==> config.mk <==
export PLATFORM = sky130hd
export DESIGN_NAME = m68k_bus_responder
export DESIGN_NICKNAME = d
export VERILOG_FILES = /design/src/rtl/m68k_bus_pkg.sv /design/src/rtl/bus_sync.sv /design/src/rtl/m68k_bus_responder.sv
export SDC_FILE = /design/constraint.sdc
export NUM_CORES = 1
export LEC_CHECK = 0
export CAP_MARGIN = 20
export CORE_ASPECT_RATIO = 0.75
export CORE_UTILIZATION = 43
export CTS_BUF_LIST = sky130_fd_sc_hd__clkbuf_4 sky130_fd_sc_hd__clkbuf_8 sky130_fd_sc_hd__clkbuf_16
export DETAILED_ROUTE_END_ITERATION = 16
export PLACE_DENSITY = 0.79
export SLEW_MARGIN = 10
export SYNTH_ARGS = -nofsm -noshare
export SYNTH_HDL_FRONTEND = slang
export SYNTH_SLANG_ARGS = --single-unit
==> constraint.sdc <==
create_clock -name CLK -period 3.1 [get_ports CLK]
set_input_delay 0.775 -clock CLK [delete_from_list [all_inputs] [get_ports CLK]]
set_output_delay 0.775 -clock CLK [all_outputs]
set_load 0.1 [all_outputs]
==> src/rtl/m68k_bus_pkg.sv <==
// Shared types and constants for the 68000-style bus responder.
//   state_e    : responder state machine encoding
//   BE_*       : byte-lane enables {upper, lower}
//   ADDR_W/DATA_W : bus word-address and data widths
package m68k_bus_pkg;

  localparam int unsigned ADDR_W = 23;
  localparam int unsigned DATA_W = 16;

  localparam logic [1:0] BE_UPPER = 2'b10;
  localparam logic [1:0] BE_LOWER = 2'b01;
  localparam logic [1:0] BE_WORD  = 2'b11;

  typedef enum logic [2:0] {
    IDLE,
    WAIT_DS,
    REQUEST,
    DTACK,
    RELEASE,
    BERR_HOLD
  } state_e;

endpackage

==> src/rtl/bus_sync.sv <==
// Multi-stage synchroniser for one asynchronous bus strobe.
//   clk, rst : destination clock, async active-high reset
//   d        : asynchronous input
//   q        : synchronised output (resets to RST_VAL)
module bus_sync #(
  parameter int unsigned STAGES  = 2,
  parameter logic        RST_VAL = 1'b1
) (
  input  logic clk,
  input  logic rst,
  input  logic d,
  output logic q
);

  logic [STAGES-1:0] sync_q;
  logic [STAGES-1:0] sync_d;

  // Shift the input in at bit 0; bit STAGES-1 is the settled value.
  always_comb begin
    sync_d = {sync_q[STAGES-2:0], d};
  end

  always_ff @(posedge clk or posedge rst) begin
    if (rst) begin
      sync_q <= {STAGES{RST_VAL}};
    end else begin
      sync_q <= sync_d;
    end
  end

  assign q = sync_q[STAGES-1];

endmodule

==> src/rtl/m68k_bus_responder.sv <==
// Target-side responder for a 68000-style bus master. Synchronises the
// strobes, decodes the address window, runs a REQ/ACK handshake with an
// internal port and terminates the bus cycle with DTACK_n.
//
// Optional feature macro: M68K_RESP_TIMEOUT_EN
//   adds BERR_n and an ACK timeout counter (TIMEOUT cycles in REQUEST).
//
// Ports:
//   CLK, RESET            : clock, async active-high reset
//   AS_n/UDS_n/LDS_n/RnW  : asynchronous bus strobes
//   A, D_IN               : bus address (A[23:1]) and write data
//   D_OUT, D_OE, DTACK_n  : bus read data, output enable, acknowledge
//   REQ, REQ_WR, REQ_ADDR, REQ_BE, REQ_WDATA : internal request
//   ACK, RDATA            : internal completion pulse and read data
//   BERR_n                : bus error (only with M68K_RESP_TIMEOUT_EN)
module m68k_bus_responder
  import m68k_bus_pkg::*;
#(
  parameter int unsigned        SYNC_STAGES = 2,
  parameter logic [ADDR_W-1:0]  BASE_ADDR   = 23'h7C0000,
  parameter logic [ADDR_W-1:0]  ADDR_MASK   = 23'h7F0000,
  parameter int unsigned        DTACK_DELAY = 3
`ifdef M68K_RESP_TIMEOUT_EN
  ,
  parameter int unsigned        TIMEOUT     = 255
`endif
) (
  input  logic              CLK,
  input  logic              RESET,
  input  logic              AS_n,
  input  logic              UDS_n,
  input  logic              LDS_n,
  input  logic              RnW,
  input  logic [ADDR_W-1:0] A,
  input  logic [DATA_W-1:0] D_IN,
  output logic [DATA_W-1:0] D_OUT,
  output logic              D_OE,
  output logic              DTACK_n,
  output logic              REQ,
  output logic              REQ_WR,
  output logic [ADDR_W-1:0] REQ_ADDR,
  output logic [1:0]        REQ_BE,
  output logic [DATA_W-1:0] REQ_WDATA,
  input  logic              ACK,
  input  logic [DATA_W-1:0] RDATA
`ifdef M68K_RESP_TIMEOUT_EN
  ,
  output logic              BERR_n
`endif
);

  localparam logic [3:0] DLY_LAST = 4'(DTACK_DELAY - 1);
`ifdef M68K_RESP_TIMEOUT_EN
  localparam logic [7:0] TMO_LAST = 8'(TIMEOUT - 1);
`endif

  logic s_as_n, s_uds_n, s_lds_n, s_rnw;

  bus_sync #(.STAGES(SYNC_STAGES), .RST_VAL(1'b1)) u_sync_as  (.clk(CLK), .rst(RESET), .d(AS_n),  .q(s_as_n));
  bus_sync #(.STAGES(SYNC_STAGES), .RST_VAL(1'b1)) u_sync_uds (.clk(CLK), .rst(RESET), .d(UDS_n), .q(s_uds_n));
  bus_sync #(.STAGES(SYNC_STAGES), .RST_VAL(1'b1)) u_sync_lds (.clk(CLK), .rst(RESET), .d(LDS_n), .q(s_lds_n));
  bus_sync #(.STAGES(SYNC_STAGES), .RST_VAL(1'b1)) u_sync_rnw (.clk(CLK), .rst(RESET), .d(RnW),   .q(s_rnw));

  state_e              state_q, state_d;
  logic                as_prev_q, as_prev_d;
  logic                req_q, req_d;
  logic                req_wr_q, req_wr_d;
  logic [ADDR_W-1:0]   req_addr_q, req_addr_d;
  logic [1:0]          req_be_q, req_be_d;
  logic [DATA_W-1:0]   req_wdata_q, req_wdata_d;
  logic [DATA_W-1:0]   d_out_q, d_out_d;
  logic                d_oe_q, d_oe_d;
  logic                dtack_n_q, dtack_n_d;
  logic [3:0]          dly_q, dly_d;
  logic                ack_seen_q, ack_seen_d;
  logic                abort_q, abort_d;
`ifdef M68K_RESP_TIMEOUT_EN
  logic [7:0]          tmo_q, tmo_d;
  logic                berr_n_q, berr_n_d;
`endif

  logic as_fall;
  logic addr_hit;
  logic acked;

  assign as_fall  = as_prev_q & ~s_as_n;
  assign addr_hit = (A & ADDR_MASK) == (BASE_ADDR & ADDR_MASK);
  assign acked    = ack_seen_q | ACK;

  // Next-state and registered-output logic.
  always_comb begin
    state_d     = state_q;
    as_prev_d   = s_as_n;
    req_d       = req_q;
    req_wr_d    = req_wr_q;
    req_addr_d  = req_addr_q;
    req_be_d    = req_be_q;
    req_wdata_d = req_wdata_q;
    d_out_d     = d_out_q;
    d_oe_d      = d_oe_q;
    dtack_n_d   = dtack_n_q;
    dly_d       = dly_q;
    ack_seen_d  = ack_seen_q;
    abort_d     = abort_q;
`ifdef M68K_RESP_TIMEOUT_EN
    tmo_d       = tmo_q;
    berr_n_d    = berr_n_q;
`endif

    case (state_q)
      IDLE: begin
        if (as_fall && addr_hit) begin
          req_addr_d = A;
          state_d    = WAIT_DS;
        end
      end

      WAIT_DS: begin
        if (s_as_n) begin
          state_d = IDLE;
        end else if (!s_uds_n || !s_lds_n) begin
          req_be_d    = ~{s_uds_n, s_lds_n};
          req_wr_d    = ~s_rnw;
          req_wdata_d = D_IN;
          req_d       = 1'b1;
          dly_d       = 4'd0;
          ack_seen_d  = 1'b0;
          abort_d     = 1'b0;
`ifdef M68K_RESP_TIMEOUT_EN
          tmo_d       = 8'd0;
`endif
          state_d     = REQUEST;
        end
      end

      REQUEST: begin
        // Delay counter saturates once the minimum DTACK latency is met.
        if (dly_q < DLY_LAST) begin
          dly_d = dly_q + 4'd1;
        end
        abort_d = abort_q | s_as_n;
`ifdef M68K_RESP_TIMEOUT_EN
        tmo_d = tmo_q + 8'd1;
`endif
        if (!ack_seen_q && ACK) begin
          ack_seen_d = 1'b1;
          req_d      = 1'b0;
          if (!req_wr_q) begin
            d_out_d = RDATA;
          end
        end
        if (acked) begin
          // A master that already left gets no DTACK, only the release cycle.
          if (abort_q || s_as_n) begin
            state_d = RELEASE;
          end else if (dly_q >= DLY_LAST) begin
            dtack_n_d = 1'b0;
            d_oe_d    = ~req_wr_q;
            state_d   = DTACK;
          end
        end
`ifdef M68K_RESP_TIMEOUT_EN
        else if (tmo_q >= TMO_LAST) begin
          req_d    = 1'b0;
          berr_n_d = 1'b0;
          state_d  = BERR_HOLD;
        end
`endif
      end

      DTACK: begin
        if (s_as_n) begin
          dtack_n_d = 1'b1;
          d_oe_d    = 1'b0;
          state_d   = RELEASE;
        end
      end

      RELEASE: begin
        dtack_n_d = 1'b1;
        d_oe_d    = 1'b0;
`ifdef M68K_RESP_TIMEOUT_EN
        berr_n_d  = 1'b1;
`endif
        state_d   = IDLE;
      end

      BERR_HOLD: begin
        if (s_as_n) begin
`ifdef M68K_RESP_TIMEOUT_EN
          berr_n_d = 1'b1;
`endif
          state_d  = RELEASE;
        end
      end

      default: begin
        state_d = IDLE;
      end
    endcase
  end

  always_ff @(posedge CLK or posedge RESET) begin
    if (RESET) begin
      state_q     <= IDLE;
      as_prev_q   <= 1'b1;
      req_q       <= 1'b0;
      req_wr_q    <= 1'b0;
      req_addr_q  <= '0;
      req_be_q    <= 2'b00;
      req_wdata_q <= '0;
      d_out_q     <= '0;
      d_oe_q      <= 1'b0;
      dtack_n_q   <= 1'b1;
      dly_q       <= 4'd0;
      ack_seen_q  <= 1'b0;
      abort_q     <= 1'b0;
`ifdef M68K_RESP_TIMEOUT_EN
      tmo_q       <= 8'd0;
      berr_n_q    <= 1'b1;
`endif
    end else begin
      state_q     <= state_d;
      as_prev_q   <= as_prev_d;
      req_q       <= req_d;
      req_wr_q    <= req_wr_d;
      req_addr_q  <= req_addr_d;
      req_be_q    <= req_be_d;
      req_wdata_q <= req_wdata_d;
      d_out_q     <= d_out_d;
      d_oe_q      <= d_oe_d;
      dtack_n_q   <= dtack_n_d;
      dly_q       <= dly_d;
      ack_seen_q  <= ack_seen_d;
      abort_q     <= abort_d;
`ifdef M68K_RESP_TIMEOUT_EN
      tmo_q       <= tmo_d;
      berr_n_q    <= berr_n_d;
`endif
    end
  end

  assign D_OUT     = d_out_q;
  assign D_OE      = d_oe_q;
  assign DTACK_n   = dtack_n_q;
  assign REQ       = req_q;
  assign REQ_WR    = req_wr_q;
  assign REQ_ADDR  = req_addr_q;
  assign REQ_BE    = req_be_q;
  assign REQ_WDATA = req_wdata_q;
`ifdef M68K_RESP_TIMEOUT_EN
  assign BERR_n    = berr_n_q;
`endif

endmodule
* Word level (Yosys, flattened, before mapping)
Cells that the tools add are included.
** Operators by class
- Muxes and demuxes :: 31
- Reduce and logical (&&, ||, !) cells :: 19
- Bitwise gates (word level) :: 7
- Add/subtract/negate cells :: 1
- Equal/unequal tests :: 18
- Order comparisons :: 2
** Operators by type and width (count)
- $mux 3 :: 7
- $ne 2x2->1 const B :: 8
- $mux 1 :: 14
- $mux 4 :: 3
- $pmux 3 s4 :: 1
- $reduce_and 5->1 :: 2
- $reduce_and 3->1 :: 3
- $pmux 4 s2 :: 1
- $reduce_and 4->1 :: 2
- $eq 7x7->1 const B :: 1
- $eq 3x2->1 const B :: 2
- $eq 3x3->1 const B :: 2
- $pmux 1 s2 :: 3
- $pmux 1 s3 :: 2
- $add 4x1->4 const B :: 1
- $ge 4x2->1 const B :: 1
- $lt 4x2->1 const B :: 1
- $ne 2x1->1 const B :: 2
- $eq 3x1->1 const B :: 1
- $logic_not 1->1 :: 3
- $logic_not 3->1 :: 1
- $ne 3x2->1 const B :: 1
- $ne 3x3->1 const B :: 1
- $not 1->1 :: 3
- other kinds (9) :: 12
** Storage, ports and cells
- Bits in registers :: 79
- Input bits :: 62
- Output and inout port bits :: 61
- Word-level logic and storage cells :: 95

* Longest topological paths before layout
Gate-level depths: netlist of run 1.
- Depth after elaboration :: 5
- Gate-level depth with buffers :: 6
- Mapped depth without buffers :: 6

* Modules after synthesis
From an unflattened synthesis of run 1, not the netlist that was laid out.
** Unflattened totals
- Cells, all modules :: 252
- Area total of the unflattened synthesis :: 3165.5 sq um
** Modules (own cells, without submodules)
- m68k_bus_responder :: instances 1, area each 2940.3 sq um, seq. area each 1779.2 sq um, cells each 240
- bus_sync :: instances 4, area each 56.3 sq um, seq. area each 52.6 sq um, cells each 3

* Worst setup path before layout of run 1
Ideal clock, no wire load.
- Path kind :: input-to-reg
- Start point :: input A[17]
- End point :: register req_addr_q[0] (netlist: REQ_ADDR[0])
- Path buffers :: 1
- Arrival :: 1.981 ns
- Setup slack :: 0.991 ns
- Setup time :: 0.128 ns
- Required time :: 2.972 ns
- Stages :: 4
- Path through :: or2_2 nor4_4 buf_4 mux2_1
** On the way
- Word-level cells in the longest chain between the ends :: 3
** RTL lines
- start, declared :: RTL line m68k_bus_responder.sv:34 : input logic [ADDR_W-1:0] A,
- $eq 7x7->1 :: RTL line m68k_bus_responder.sv:87 : assign addr_hit = (A & ADDR_MASK) == (BASE_ADDR & ADDR_MASK);
- $logic_and 1x1->1 :: RTL line m68k_bus_responder.sv:112 : if (as_fall && addr_hit) begin
- $reduce_and 2->1 (no source line)
- end signal, assigned :: RTL line m68k_bus_responder.sv:227 : req_addr_q <= req_addr_d;
- end, declared :: RTL line m68k_bus_responder.sv:68 : logic [ADDR_W-1:0] req_addr_q, req_addr_d;
Every way passes these cells.
A chain may end at the register's enable or synchronous reset.

* Final worst setup path of run 1
- Start point :: input A[17]
- End point :: register req_addr_q[15] (netlist: REQ_ADDR[15])
The elaborated chain is that of the path after synthesis.

==> results of run 1 <==
## per-stage QoR
| step | worst slack, ns | hold WS (ns) | area, um^2 |
|---|---|---|---|
| finish | 0.872 | 0.355 | 4530 |
| global route | 0.778 | 0.359 | 4530 |
| CTS | 0.802 | 0.357 | 4500 |
| detailed placement | 0.511 | 0.347 | 4280 |
| global placement | 0.555 | 0.346 | 4280 |
| floorplan | 0.318 | 0.345 | 3130 |
## logic make-up after synthesis
logic type	after synthesis	share of synthesized area, %
AO/OA/AOI/OAI	24	4.55
multiplexers	49	19.0
flip-flops	79	63.5
AND/OR/NAND/NOR	48	9.34
adder cells (fa/ha/maj)	2	0.798
buffers and inverters	12	2.79
## cells in the mapped netlist (2+ instances only)
cell type	count
nand2_1	11
nor2_1	7
mux2_4	12
nor3_1	2
mux2_1	13
nor3b_1	2
buf_6	3
or2_2	6
nand3b_1	2
o31ai_1	2
nor2b_1	3
inv_1	3
nand4_1	2
nand3_1	4
o21ai_0	11
mux2_2	24
ha_1	2
clkbuf_1	4
a21oi_1	4
a211oi_1	2
dfstp_2	10
dfrtp_1	69
## metal layers
metal / vias to the layer above / share of wire [%]
met5: - / 0
met4: 0 / 0.99
met1: 1006 / 44
met2: 92 / 45
li1: 1008 / -
met3: 9 / 10
## final timing paths
check	to	slack, ns
min in group asynchronous	REQ_WDATA[13]	0.77
worst min-delay path	u_sync_uds.sync_q[1]	0.36
worst min register to register	u_sync_uds.sync_q[1]	0.36
max in group asynchronous	u_sync_as.sync_q[1]	1.65
worst max-delay path	REQ_ADDR[15]	0.87
worst max register to register	REQ_WDATA[8]	0.98
## area by class of cell
| class | count | area share (%) |
|---|---|---|
| Sequential cell | 79 | 43.9 |
| Timing Repair Buffer | 125 | 24.8 |
| Multi-Input combinational cell | 123 | 23.3 |
| Clock buffer | 11 | 3.20 |
| Tap cell | 98 | 2.71 |
| Clock inverter | 5 | 1.79 |
| Inverter | 3 | 0.276 |
## sequential cells by signal, indices dropped and copies added (netlist names)
register and cells:
REQ_ADDR 23, D_OUT 16, REQ_WDATA 16, dly_q 4
state_q 3, REQ_BE 2, u_sync_as.sync_q 2, u_sync_lds.sync_q 2
u_sync_rnw.sync_q 2, u_sync_uds.sync_q 2, DTACK_n 1, D_OE 1
REQ 1, REQ_WR 1, abort_q 1, ack_seen_q 1
as_prev_q 1
## critical path: cells and delay by family
family        cells  cell delay [ns]
buf+inv           2             0.72
simple gates      2             0.59
mux               1             0.37
==> results.yml, run 1 <==
clock_network:
  htreeDepth: 3
  cts_buffers: 9
  clock_sinks: 79
  cts_max_path_buffers: 2
  root_buffer: "clkbuf_8"
  cts_setup_buffers: 0
  clk_latency_ns: 0.34
  clk_pin_slew_ns: 0.08
  cts.hold.buffers_added: 0
  cts-resized-gates: 0
  cts_tree: "built"
detailed_routing:
  drt-pass1-iter-count: 4
  viasPerCell: 4.76
  postRouteAntennaNets: 0
  wl_um: 6480
  vias: 2115
  drt-initial-drc-count: 62
  drc: 0
  avgRoutedWirePerCell_um: 14.6
global_route:
  grt_pass1_wl_um: 10600
  grt_util_met1_pct: 23.0
  grt_pass1_vias: 2191
  busiest_layer: "met2"
  antenna_found_initial: 0
  use_met3_pct: 8.58
  grt_usage_pct: 18.0
  gr-total-overflow: 0
  groute.layer.met2.usage_pct: 27.2
  grt_max_degree: 53
timing:
  slew-limit-headroom_pct: 56.2
  rsz0062_at_grt: "false"
  tns_ns: 0
  finalClockSkew_ns: 0.00937
  finalSetupViolations: 0
  fin_crit_sh_pct: 71.9
  slew_violations: 0
  fmax_mhz: 449
  final-hold-violation-count: 0
  fin_crit_ns: 2.23
  worstMarginPinSlew_ns: 0.656
die:
  io-pin-count: 123
  row_count: 26
  fp.dieH_um: 75.9
  die_x_um: 101
  start_util_pct: 45.2
  dieArea_um2: 7640
  core_area_um2: 6930
synthesis:
  yosys_warnings: 0
  synth_top_cells_by_area: "dfrtp_1 (55%), mux2_2 (8.6%), dfstp_2 (8.4%)"
  yosys_most_used_dff: "dfrtp_1"
  synth_fp_nets: 278
  ys_ff_latch: 79
  synth_cell_types: 38
  seq_area_frac_synth_pct: 63.5
  async_flop_share_pct: 100
  syn_avg_cell_area_um2: 14.6
  synth_top_area_share_pct: 55.1
  yosys.area.top_type: "dfrtp_1"
  synth_area_um2: 3130
  synthCells: 214
  synth_edf_count: 0
final_layout:
  finalNonFillerCells: 444
  syn2layout_area_growth_pct: 44.6
  final_cell_mix: "dfrtp_1 (69), buf_4 (62), clkdlybuf4s50_1 (61)"
  fin_util_pct: 65.4
  n_antenna_cell: 0
  final_common_cell: "dfrtp_1"
  drive_gt1_share_pct: 39.3
  regArea_um2: 1990
  design.final.nets: 405
  fillCellCount: 538
  multi_input_area_um2: 1060
min_path:
  hp-start: "u_sync_uds.sync_q[0]"
  hold-path-cell-count: 0
  hp-class: "reg -> reg"
setup_path:
  r2r-start: "state_q[0]"
  cp_data_arrival_time_ns: 2.45
  ff2ff_path_depth: 4
  crit_slowest_cell: "clkdlybuf4s50_1"
  path_max_fanout: 23
  crit_type: "in -> reg"
  startpoint: "A[17]"
  max_stage_delay_ns: 0.40
  path_cells: "clkdlybuf4s50_1 -> or2_2 -> nor4_4 -> buf_4 -> mux2_2"
  crit_required_ns: 3.32
  crit_path_start_kind: "input port"
  worst_setup_path_end_kind: "flop"
placement:
  port_buffers: 122
  dpl.hpwl_um: 4640
  place.gp.congestion: 0.731
  placed_cells: 427
flow_run:
  maxCapViolations: 0
outcome:
  status: "finished clean"
Power of run 1 is left out: the tool's default activity adds up to more than one toggle a clock period on the data nets, which glitch-free logic cannot reach.
==> inputs of run 2 (changes only) <==
- CORE_UTILIZATION: 43 -> 39
- PLACE_DENSITY: 0.79 -> 0.76
- clock period: 3.1 -> 2 ns (I/O delays scaled with it)
==> run 2 against run 1 <==
  * Sequential share of layout area down 2.8 points
  * Hold slack worse by 0.011 ns
  * First-iteration DRC count down 31%
  * Design area up 6.8%
  * Via count up 1.2%
  * Routed wire length up 2.0%
  * Die area up 10%
  * Critical path depth down 1
  * Worst setup slack worse by 0.75 ns
  * Flip-flop and latch count unchanged
  * Utilization down 1.4 points
==> results.yml, run 2 (synthesis results as in run 1) <==
outcome:
  status: "finished clean"
die:
  dieArea_um2: 8400
  io-pin-count: 123
  core_area_um2: 7570
  die_x_um: 106
  fp.dieH_um: 79.6
  start_util_pct: 41.4
  row_count: 27
setup_path:
  ff2ff_path_depth: 4
  crit_type: "reg -> reg"
  r2r_slack_ns: 0.12
  cp_data_arrival_time_ns: 2.10
  r2r-start: "state_q[2]"
  path_max_fanout: 24
  reg2reg_to: "REQ_WDATA[7]"
  crit_path_start_kind: "flop"
  worst_setup_path_end_kind: "flop"
  crit_required_ns: 2.21
timing:
  fin_crit_sh_pct: 94.1
  worstMarginPinSlew_ns: 0.455
  slew_violations: 0
  rsz0062_at_grt: "false"
  fin_crit_ns: 1.88
  finalClockSkew_ns: 0.0117
  final-hold-violation-count: 0
  fmax_mhz: 532
  slew-limit-headroom_pct: 69.7
  finalSetupViolations: 0
global_route:
  grt_pass1_vias: 2253
  grt_pass1_wl_um: 10700
  antenna_found_initial: 0
  grt_max_degree: 43
  gr-total-overflow: 0
  grt_usage_pct: 16.5
clock_network:
  cts_tree: "built"
  cts_max_path_buffers: 2
  cts_buffers: 9
  cts_setup_buffers: 0
  cts.hold.buffers_added: 0
  root_buffer: "clkbuf_8"
  clk_pin_slew_ns: 0.08
  clk_latency_ns: 0.34
  htreeDepth: 3
  clock_sinks: 79
  cts-resized-gates: 0
final_layout:
  fillCellCount: 610
  drive_gt1_share_pct: 40.6
  n_antenna_cell: 0
  fin_util_pct: 64.0
  final_common_cell: "dfrtp_1"
  syn2layout_area_growth_pct: 54.4
  final_cell_mix: "dfrtp_1 (68), clkdlybuf4s50_1 (61), buf_4 (45)"
  design.final.nets: 411
  largest_reg_flops: 23
min_path:
  hold_end: "u_sync_rnw.sync_q[1]"
  hp-start: "u_sync_rnw.sync_q[0]"
  hold-path-cell-count: 0
  hp-class: "reg -> reg"
placement:
  place.gp.congestion: 0.795
  port_buffers: 122
  dpl.hpwl_um: 4960
detailed_routing:
  drt-pass1-iter-count: 4
  viasPerCell: 4.73
  postRouteAntennaNets: 0
  drt-initial-drc-count: 43
  wl_um: 6610
  vias: 2141
  drc: 0
  avgRoutedWirePerCell_um: 14.6
flow_run:
  maxCapViolations: 0
run 2: worst max path at each step:
stage	from	end	slack, ns	cells past startpoint
after detailed placement	A[17]	REQ_ADDR[4]	-0.23	5
after floorplan	state_q[0]	REQ_ADDR[0]	0.16	4
after CTS	state_q[2]	REQ_ADDR[4]	0.11	4
after global placement	A[17]	REQ_ADDR[14]	-0.21	5
final	state_q[2]	REQ_WDATA[7]	0.12	4
after global routing	state_q[2]	state_q[1]	0.03	5
run 2: stage by stage:
step | setup slack [ns] | instances | TNS [ns] | instance area [um^2] | hold WS, ns
2_1_floorplan | 0.163 | 214 | 0 | 3140 | 0.345
3_3_place_gp | -0.210 | 437 | -3.38 | 4640 | 0.347
3_5_place_dp | -0.228 | 437 | -3.59 | 4640 | 0.348
4_1_cts | 0.113 | 453 | 0 | 4840 | 0.347
5_1_grt | 0.0321 | 453 | 0 | 4840 | 0.346
6_report | 0.119 | 453 | 0 | 4840 | 0.344
run 2: critical path: stages (launching register included):
cell	delay, ns
dfrtp_1	0.48
or4b_4	0.59
a21o_1	0.20
buf_12	0.17
mux2_4	0.31
run 2: final cells by class:
type | count | area [um^2] | area share [%]
Sequential cell | 79 | 1990 | 41.1
Timing Repair Buffer | 131 | 1450 | 29.9
Multi-Input combinational cell | 123 | 1060 | 21.8
Clock buffer | 11 | 145 | 3.00
Tap cell | 101 | 126 | 2.61
Clock inverter | 5 | 56.3 | 1.16
Inverter | 3 | 15.0 | 0.310
run 2: per-layer routing:
layer  track usage (%)  up-vias  wire, um
met5                 0        -         0
met4              5.00        0        34
met3              6.86        4       499
met2              27.1       77      3210
met1              20.0     1044      2860
li1                  -     1016         -
Power of run 2 is left out for the same reason.
